$ cat src/rtl/power_seq_if.sv
// Signal bundle between the G-15 power-up sequencer (master) and the core/reader side (slave).
// Contract: tick_ms is a one-clk pulse, start acts on its rising edge, abort is a level, and all outputs are registered.
interface power_seq_if;
  logic       tick_ms;
  logic       start;
  logic       abort;
  logic       PL6_18_WAIT_FOR_TAPE;
  logic       PWR_CLEAR;
  logic       PWR_NO_CLEAR;
  logic       PWR_OP;
  logic       PWR_NO_OP;
  logic       PWR_AUTO_TAPE_START;
  logic       PWR_NT;
  logic       SW_GO;
  logic       busy;
  logic       done;
  logic       fault;
  logic [3:0] phase;

  modport master (
    input  tick_ms, start, abort, PL6_18_WAIT_FOR_TAPE,
    output PWR_CLEAR, PWR_NO_CLEAR, PWR_OP, PWR_NO_OP, PWR_AUTO_TAPE_START,
    output PWR_NT, SW_GO, busy, done, fault, phase
  );

  modport slave (
    output tick_ms, start, abort, PL6_18_WAIT_FOR_TAPE,
    input  PWR_CLEAR, PWR_NO_CLEAR, PWR_OP, PWR_NO_OP, PWR_AUTO_TAPE_START,
    input  PWR_NT, SW_GO, busy, done, fault, phase
  );
endinterface

$ cat src/rtl/power_seq.sv
// Power-up sequencer for the G-15 core: clear, OP pulse, timing-track read-in,
// number-track transfer, loader read-in, then GO. Time base is the tick_ms pulse.
module power_seq #(
  parameter int T_CLEAR   = 150,
  parameter int T_OP_PRE  = 30,
  parameter int T_OP      = 60,
  parameter int T_OP_POST = 30,
  parameter int T_SETTLE  = 120,
  parameter int T_ATS     = 30,
  parameter int T_NT      = 120,
  parameter int T_TAPE_TO = 60000,
  parameter int CW        = 16
) (
  input  logic        clk,
  input  logic        rst_n,
  power_seq_if.master bus
);

  typedef enum logic [3:0] {
    S_IDLE   = 4'd0,
    S_CLEAR  = 4'd1,
    S_OPPRE  = 4'd2,
    S_OP     = 4'd3,
    S_OPPOST = 4'd4,
    S_SET1   = 4'd5,
    S_ATS1   = 4'd6,
    S_WTT    = 4'd7,
    S_SET2   = 4'd8,
    S_NT     = 4'd9,
    S_SET3   = 4'd10,
    S_ATS2   = 4'd11,
    S_WLD    = 4'd12,
    S_SET4   = 4'd13,
    S_GO     = 4'd14,
    S_FAULT  = 4'd15
  } state_t;

  localparam logic [CW-1:0] L_CLEAR   = CW'(T_CLEAR - 1);
  localparam logic [CW-1:0] L_OP_PRE  = CW'(T_OP_PRE - 1);
  localparam logic [CW-1:0] L_OP      = CW'(T_OP - 1);
  localparam logic [CW-1:0] L_OP_POST = CW'(T_OP_POST - 1);
  localparam logic [CW-1:0] L_SETTLE  = CW'(T_SETTLE - 1);
  localparam logic [CW-1:0] L_ATS     = CW'(T_ATS - 1);
  localparam logic [CW-1:0] L_NT      = CW'(T_NT - 1);
  localparam logic [CW-1:0] L_TAPE_TO = CW'(T_TAPE_TO - 1);

  state_t        state;
  state_t        state_n;
  logic [CW-1:0] cnt;
  logic [CW-1:0] limit;
  logic          count_done;
  logic [1:0]    rst_pipe;
  logic          rst_sync_n;
  logic          tape_meta;
  logic          tape_sync;
  logic          tape_sync_d;
  logic          tape_fall;
  logic          fall_seen;
  logic          fall_watch;
  logic          entering_ats;
  logic          start_d;
  logic          start_rise;

  logic clear_d, op_d, no_op_d, ats_d, nt_d, go_d, busy_d, done_d, fault_d;
  logic clear_q, no_clear_q, op_q, no_op_q, ats_q, nt_q, go_q, busy_q, done_q, fault_q;
  logic [3:0] phase_q;

  // Reset asserts asynchronously everywhere but releases on a clock edge.
  always_ff @(posedge clk or negedge rst_n) begin
    if (!rst_n) rst_pipe <= 2'b00;
    else        rst_pipe <= {rst_pipe[0], 1'b1};
  end
  assign rst_sync_n = rst_pipe[1];

  always_ff @(posedge clk or negedge rst_sync_n) begin
    if (!rst_sync_n) begin
      tape_meta   <= 1'b0;
      tape_sync   <= 1'b0;
      tape_sync_d <= 1'b0;
      start_d     <= 1'b0;
    end else begin
      tape_meta   <= bus.PL6_18_WAIT_FOR_TAPE;
      tape_sync   <= tape_meta;
      tape_sync_d <= tape_sync;
      start_d     <= bus.start;
    end
  end

  assign tape_fall  = tape_sync_d & ~tape_sync;
  assign start_rise = bus.start & ~start_d;

  always_comb begin
    limit = '1;
    case (state)
      S_CLEAR:                         limit = L_CLEAR;
      S_OPPRE:                         limit = L_OP_PRE;
      S_OP:                            limit = L_OP;
      S_OPPOST:                        limit = L_OP_POST;
      S_SET1, S_SET2, S_SET3, S_SET4:  limit = L_SETTLE;
      S_ATS1, S_ATS2:                  limit = L_ATS;
      S_NT:                            limit = L_NT;
      S_WTT, S_WLD:                    limit = L_TAPE_TO;
      default:                         limit = '1;
    endcase
  end

  assign count_done = bus.tick_ms && (cnt == limit);

  always_comb begin
    state_n = state;
    case (state)
      S_IDLE, S_GO, S_FAULT: if (start_rise) state_n = S_CLEAR;
      S_WTT: begin
        if (fall_seen || tape_fall) state_n = S_SET2;
        else if (count_done)        state_n = S_FAULT;
      end
      S_WLD: begin
        if (fall_seen || tape_fall) state_n = S_SET4;
        else if (count_done)        state_n = S_FAULT;
      end
      // Every timed state is followed by its numeric successor.
      default: if (count_done) state_n = state_t'(state + 4'd1);
    endcase
    if (bus.abort) state_n = S_IDLE;
  end

  always_ff @(posedge clk or negedge rst_sync_n) begin
    if (!rst_sync_n) state <= S_IDLE;
    else             state <= state_n;
  end

  always_ff @(posedge clk or negedge rst_sync_n) begin
    if (!rst_sync_n)                     cnt <= '0;
    else if (state_n != state)           cnt <= '0;
    else if (bus.tick_ms && cnt != '1)   cnt <= cnt + CW'(1);
  end

  // A fall seen while the ATS pulse is still out must survive into the wait state.
  assign entering_ats = (state_n != state) && (state_n == S_ATS1 || state_n == S_ATS2);
  assign fall_watch   = (state == S_ATS1) || (state == S_WTT) ||
                        (state == S_ATS2) || (state == S_WLD);

  always_ff @(posedge clk or negedge rst_sync_n) begin
    if (!rst_sync_n)                   fall_seen <= 1'b0;
    else if (entering_ats)             fall_seen <= 1'b0;
    else if (fall_watch && tape_fall)  fall_seen <= 1'b1;
  end

  always_comb begin
    clear_d = 1'b0;
    op_d    = 1'b0;
    no_op_d = 1'b1;
    ats_d   = 1'b0;
    nt_d    = 1'b0;
    go_d    = 1'b0;
    done_d  = 1'b0;
    fault_d = 1'b0;
    busy_d  = (state >= S_CLEAR) && (state <= S_SET4);
    case (state)
      S_CLEAR:          clear_d = 1'b1;
      S_OPPRE, S_OPPOST: no_op_d = 1'b0;
      S_OP: begin
        no_op_d = 1'b0;
        op_d    = 1'b1;
      end
      S_ATS1, S_ATS2:   ats_d = 1'b1;
      S_NT:             nt_d  = 1'b1;
      S_GO: begin
        go_d   = 1'b1;
        done_d = 1'b1;
      end
      S_FAULT:          fault_d = 1'b1;
      default: ;
    endcase
  end

  always_ff @(posedge clk or negedge rst_sync_n) begin
    if (!rst_sync_n) begin
      clear_q    <= 1'b0;
      no_clear_q <= 1'b1;
      op_q       <= 1'b0;
      no_op_q    <= 1'b1;
      ats_q      <= 1'b0;
      nt_q       <= 1'b0;
      go_q       <= 1'b0;
      busy_q     <= 1'b0;
      done_q     <= 1'b0;
      fault_q    <= 1'b0;
      phase_q    <= 4'd0;
    end else begin
      clear_q    <= clear_d;
      no_clear_q <= ~clear_d;
      op_q       <= op_d;
      no_op_q    <= no_op_d;
      ats_q      <= ats_d;
      nt_q       <= nt_d;
      go_q       <= go_d;
      busy_q     <= busy_d;
      done_q     <= done_d;
      fault_q    <= fault_d;
      phase_q    <= state;
    end
  end

  assign bus.PWR_CLEAR           = clear_q;
  assign bus.PWR_NO_CLEAR        = no_clear_q;
  assign bus.PWR_OP              = op_q;
  assign bus.PWR_NO_OP           = no_op_q;
  assign bus.PWR_AUTO_TAPE_START = ats_q;
  assign bus.PWR_NT              = nt_q;
  assign bus.SW_GO               = go_q;
  assign bus.busy                = busy_q;
  assign bus.done                = done_q;
  assign bus.fault               = fault_q;
  assign bus.phase               = phase_q;

endmodule
$ cat src/flat_wrapper.sv
// flat-port wrapper written by rule: the top's interface ports become plain ports
module power_seq_flat 
#(
  parameter int T_CLEAR   = 150,
  parameter int T_OP_PRE  = 30,
  parameter int T_OP      = 60,
  parameter int T_OP_POST = 30,
  parameter int T_SETTLE  = 120,
  parameter int T_ATS     = 30,
  parameter int T_NT      = 120,
  parameter int T_TAPE_TO = 60000,
  parameter int CW        = 16
)
  (clk, rst_n, bus_tick_ms, bus_start, bus_abort, bus_PL6_18_WAIT_FOR_TAPE, bus_PWR_CLEAR, bus_PWR_NO_CLEAR, bus_PWR_OP, bus_PWR_NO_OP, bus_PWR_AUTO_TAPE_START, bus_PWR_NT, bus_SW_GO, bus_busy, bus_done, bus_fault, bus_phase);
  power_seq_if bus_i ();
  input  logic clk;
  input  logic rst_n;
  input wire logic [$bits(bus_i.tick_ms)-1:0] bus_tick_ms;
  input wire logic [$bits(bus_i.start)-1:0] bus_start;
  input wire logic [$bits(bus_i.abort)-1:0] bus_abort;
  input wire logic [$bits(bus_i.PL6_18_WAIT_FOR_TAPE)-1:0] bus_PL6_18_WAIT_FOR_TAPE;
  output wire logic [$bits(bus_i.PWR_CLEAR)-1:0] bus_PWR_CLEAR;
  output wire logic [$bits(bus_i.PWR_NO_CLEAR)-1:0] bus_PWR_NO_CLEAR;
  output wire logic [$bits(bus_i.PWR_OP)-1:0] bus_PWR_OP;
  output wire logic [$bits(bus_i.PWR_NO_OP)-1:0] bus_PWR_NO_OP;
  output wire logic [$bits(bus_i.PWR_AUTO_TAPE_START)-1:0] bus_PWR_AUTO_TAPE_START;
  output wire logic [$bits(bus_i.PWR_NT)-1:0] bus_PWR_NT;
  output wire logic [$bits(bus_i.SW_GO)-1:0] bus_SW_GO;
  output wire logic [$bits(bus_i.busy)-1:0] bus_busy;
  output wire logic [$bits(bus_i.done)-1:0] bus_done;
  output wire logic [$bits(bus_i.fault)-1:0] bus_fault;
  output wire logic [$bits(bus_i.phase)-1:0] bus_phase;
  assign bus_i.tick_ms = bus_tick_ms;
  assign bus_i.start = bus_start;
  assign bus_i.abort = bus_abort;
  assign bus_i.PL6_18_WAIT_FOR_TAPE = bus_PL6_18_WAIT_FOR_TAPE;
  assign bus_PWR_CLEAR = bus_i.PWR_CLEAR;
  assign bus_PWR_NO_CLEAR = bus_i.PWR_NO_CLEAR;
  assign bus_PWR_OP = bus_i.PWR_OP;
  assign bus_PWR_NO_OP = bus_i.PWR_NO_OP;
  assign bus_PWR_AUTO_TAPE_START = bus_i.PWR_AUTO_TAPE_START;
  assign bus_PWR_NT = bus_i.PWR_NT;
  assign bus_SW_GO = bus_i.SW_GO;
  assign bus_busy = bus_i.busy;
  assign bus_done = bus_i.done;
  assign bus_fault = bus_i.fault;
  assign bus_phase = bus_i.phase;
  power_seq #(.T_CLEAR(T_CLEAR), .T_OP_PRE(T_OP_PRE), .T_OP(T_OP), .T_OP_POST(T_OP_POST), .T_SETTLE(T_SETTLE), .T_ATS(T_ATS), .T_NT(T_NT), .T_TAPE_TO(T_TAPE_TO), .CW(CW)) u_core (.clk(clk), .rst_n(rst_n), .bus(bus_i));
endmodule
$ cat config.mk
export PLATFORM = sky130hd
export DESIGN_NAME = power_seq_flat
export DESIGN_NICKNAME = d
export VERILOG_FILES = /design/src/rtl/power_seq_if.sv /design/src/rtl/power_seq.sv /design/src/flat_wrapper.sv
export SDC_FILE = /design/constraint.sdc
export NUM_CORES = 1
export LEC_CHECK = 0
export ABC_CLOCK_PERIOD_IN_PS = 1250
export CAP_MARGIN = 20
export CORE_UTILIZATION = 25
export CTS_CLUSTER_DIAMETER = 150
export CTS_CLUSTER_SIZE = 14
export DETAILED_ROUTE_END_ITERATION = 7
export SYNTH_ARGS = -nofsm -noshare
export SYNTH_HDL_FRONTEND = slang
export SYNTH_SLANG_ARGS = --single-unit
export TNS_END_PERCENT = 50
$ cat constraint.sdc
create_clock -name clk -period 1.25 [get_ports clk]
set_input_delay 0.125 -clock clk [delete_from_list [all_inputs] [get_ports clk]]
set_output_delay 0.125 -clock clk [all_outputs]
set_load 0.01 [all_outputs]
==> run metrics <==
Synth Area in Compound Gates between 15 and 20%; port bufs 19; critical path type register to register; P_leak between 1.5 and 2 nW; Yosys cell types 70; largest net degree at the start of global routing 39; worst skew pair latency 0.30 ns; dpl cell area approximately 0.0037 sq mm; status finished with violations; cell area after layout 0.00391 sq mm; Core Area 0.0102 sq mm; die area 0.0109 sq mm; number of synthesized flops with an enable pin 0; Initial DRC Count 104; Placement Setup Slack -2.19 ns; Synth Warn # 0; Clk pin slew, worst setup/hold paths around 0.090 ns; largest family of logic cells by synthesized area simple AND/OR/NAND/NOR gates; Vias/cell 4.69; Crit. End Element register; TritonCTS buffer count 5; WL/cell roughly 13 microns; H-tree lvl count 2; CTS root buffer clkbuf_8; clk sinks 40; Syn Inst Count between 200 and 300; Worst VDD drop between 0.6 and 0.7 mV; Post-Route WL 7.06 mm; vias in the first global route 2477; critical path launch point type register; drt pass-1 iters 4; CP cell instances inv_8, ha_4, mux4_2, xor2_2, o311ai_4, or4_4, ha_4, nor3b_2, o21ai_2, a311o_1, nand4_1, a21o_4, a21boi_2, nand3b_1; Post-Syn Nets 295; period utilisation layout 269%; final hold slack 0.240 ns; share of cells above drive strength 1 roughly two fifths; Die W between 100 and 150 microns; first-pass GRT wire length 12.2 mm; Tightest Hold Check Type register to async pin; synthesis-to-finish area growth 48.8%; Final WS setup -2.11 ns; Worst EP arrival between 3 and 4 ns; MaxCap Viol Count 0; initial antenna violation count 0; routed via count 2474; final hold vios 0; Fmax between 200 and 300 MHz; sequential area share after synthesis 38.2%; skew final around 0.011 ns; Final min period 3.36 ns; CTS tree built; crit path max fanout 5; #FFs+latches synth 40; Post-route DRC 0; total power roughly 0.0070 W; RSZ-0062 raised after global routing true; total grt overflow 0; Reg2Reg Setup Slack -2.11 ns; fillers 1022; Synth Area in XOR/XNOR 6.29%; PwrDens 1800 mW/mm^2; final antenna-violating net count 0; fin util 38.2%; GRT Total Usage 13.9%; failing checks setup timing; Synth async-reset ratio 100%; Rows 37; max-slew violation count 0; worst path required time 1.43 ns; Initial Util 25.7%; Die H 104 microns; I/O Pins 20; hpwl dp 5.25 mm; FF-to-FF path depth 14; final weighted congestion in routability-driven placement 0.852; crit-path most repeated cell ha_4; Multi-input gate area 0.00163 sq mm; Final setup viols 24; Adder-Cell Fraction of Synth Area 4.29%; Reg area 0.00101 sq mm; Slowest-stage cell, CP or4_4; worst r2r dst u_core.fall_seen$_DFFE_PN0P_; clock buffer depth 2; Ant. Diodes 0; mux contribution to synthesized area 3.00%; Mapped Avg Cell Area 9.38 sq um; Largest stage delay, worst path 0.52 ns; Syn Std Cell Area 0.00263 sq mm; nets 406; fraction of the mapped netlist area in simple logic gates 24.9%; Synth Flop Type dfrtp_1; Critical R2R Launch u_core.state[1]$_DFF_PN0_
-- cells by family after synthesis --
| group | count (synthesis) |
|---|---|
| AOI/OAI and AO/OA | 59 |
| xor gates and xnor gates | 18 |
| adders and majority gates | 9 |
| buffers and inverters | 24 |
| DFF | 40 |
| muxes | 6 |
| other | 1 |
| and+or+nand+nor | 123 |
-- worst max-delay path, delay by kind of cell (launching register included) --
kind | cells | cell delay, ns
muxes | 1 | 0.48
adders and majority gates | 2 | 0.38
and+or+nand+nor | 4 | 0.95
DFF | 1 | 0.46
AOI/OAI and AO/OA | 5 | 0.68
xor gates and xnor gates | 1 | 0.19
buffers and inverters | 1 | 0.09
-- per-layer routing --
metal	global-route usage, %	up-vias	routed length (microns)
li1	-	1215	-
met1	18.5	1197	3290
met2	22.6	52	3380
met3	2.13	10	247
met4	5.20	0	136
met5	0	-	0
-- cell usage in the layout (no fill, tap or decap), drive strengths merged, types with 9 or more instances in the layout --
| cell | n |
|---|---|
| buf | 100 |
| nand3 | 15 |
| nor2 | 36 |
| nand4 | 9 |
| dlygate4sd2 | 14 |
| ha | 9 |
| xor2 | 11 |
| dfrtp | 38 |
| o21ai | 19 |
| nand2 | 18 |
-- report_power, final --
group	internal (W)	total, W	leakage [nW]	switching [W]
logic	0.00232	0.00452	1.22	0.00220
registers	0.00150	0.00163	0.516	0.000134
clock network	0.000393	0.000864	0.0422	0.000472
-- what timing repair did --
item,4_1_cts,5_1_grt
setup endpoints to repair,41,26
resized for setup,35,11
setup buffers,7,2
hold buffers,1,0
endpoints found under the hold margin,2,0
pin swaps,5,11
-- metrics by stage --
step / cells / setup TNS [ns]
finish: 528 / -41.64
global route: 528 / -44.12
CTS: 526 / -40.95
detailed placement: 512 / -43.19
global placement: 512 / -42.92
floorplan: 280 / -40.11
-- sequential cells by signal (all words and copies together), names as in the netlist --
register and cells:
u_core.cnt 16, u_core.bus.phase 4, u_core.state 4, u_core.rst_pipe 2, u_core.bus.PWR_AUTO_TAPE_START 1, u_core.bus.PWR_CLEAR 1, u_core.bus.PWR_NO_CLEAR 1, u_core.bus.PWR_NO_OP 1
u_core.bus.PWR_NT 1, u_core.bus.PWR_OP 1, u_core.bus.SW_GO 1, u_core.bus.busy 1, u_core.bus.fault 1, u_core.fall_seen 1, u_core.start_d 1, u_core.tape_meta 1
u_core.tape_sync 1, u_core.tape_sync_d 1
-- final cells by class --
cell class	instances	area share, %
clock buffer	7	1.95
clock inverter	1	0.128
inverter	8	1.02
multi-input combinational	216	41.6
sequential	40	25.8
tap	136	4.35
timing repair buffer	120	25.1
-- cells in the mapped netlist, types with 2 or more instances --
cell | number | share of area [%]
nand4_1 | 9 | 2.1
a21oi_1 | 5 | 0.95
and2_1 | 4 | 0.95
ha_1 | 9 | 4.3
dfstp_2 | 2 | 2.0
nand3_1 | 13 | 2.5
nor2_1 | 36 | 5.1
nand3_2 | 2 | 0.76
o22ai_1 | 2 | 0.48
or4_1 | 4 | 1.1
a22o_1 | 2 | 0.67
o22a_1 | 2 | 0.67
nor3_1 | 7 | 1.3
clkbuf_8 | 2 | 1.0
nand2b_1 | 7 | 1.7
xor2_1 | 10 | 3.3
o21bai_1 | 3 | 0.86
a31oi_1 | 2 | 0.48
buf_4 | 4 | 1.1
nor2b_1 | 4 | 0.95
a21o_1 | 2 | 0.57
and3_1 | 6 | 1.4
a21boi_2 | 3 | 1.3
nand2_1 | 18 | 2.6
o21ai_0 | 18 | 3.4
buf_2 | 6 | 1.1
mux2i_1 | 3 | 1.1
dfrtp_1 | 38 | 36
nor3b_1 | 4 | 1.1
xnor2_1 | 7 | 2.3
inv_1 | 7 | 1.0
-- how the worst max path moves through the flow --
stage	end	slack, ns	start
finish	u_core.fall_seen$_DFFE_PN0P_	-2.11	u_core.state[1]$_DFF_PN0_
global route	u_core.fall_seen$_DFFE_PN0P_	-2.22	u_core.state[0]$_DFF_PN0_
CTS	u_core.fall_seen$_DFFE_PN0P_	-2.10	u_core.state[0]$_DFF_PN0_
detailed placement	u_core.fall_seen$_DFFE_PN0P_	-2.19	u_core.state[1]$_DFF_PN0_
global placement	u_core.fall_seen$_DFFE_PN0P_	-2.16	u_core.state[1]$_DFF_PN0_
floorplan	u_core.fall_seen$_DFFE_PN0P_	-2.16	u_core.state[1]$_DFF_PN0_
Power figures use the tool's default switching activity.
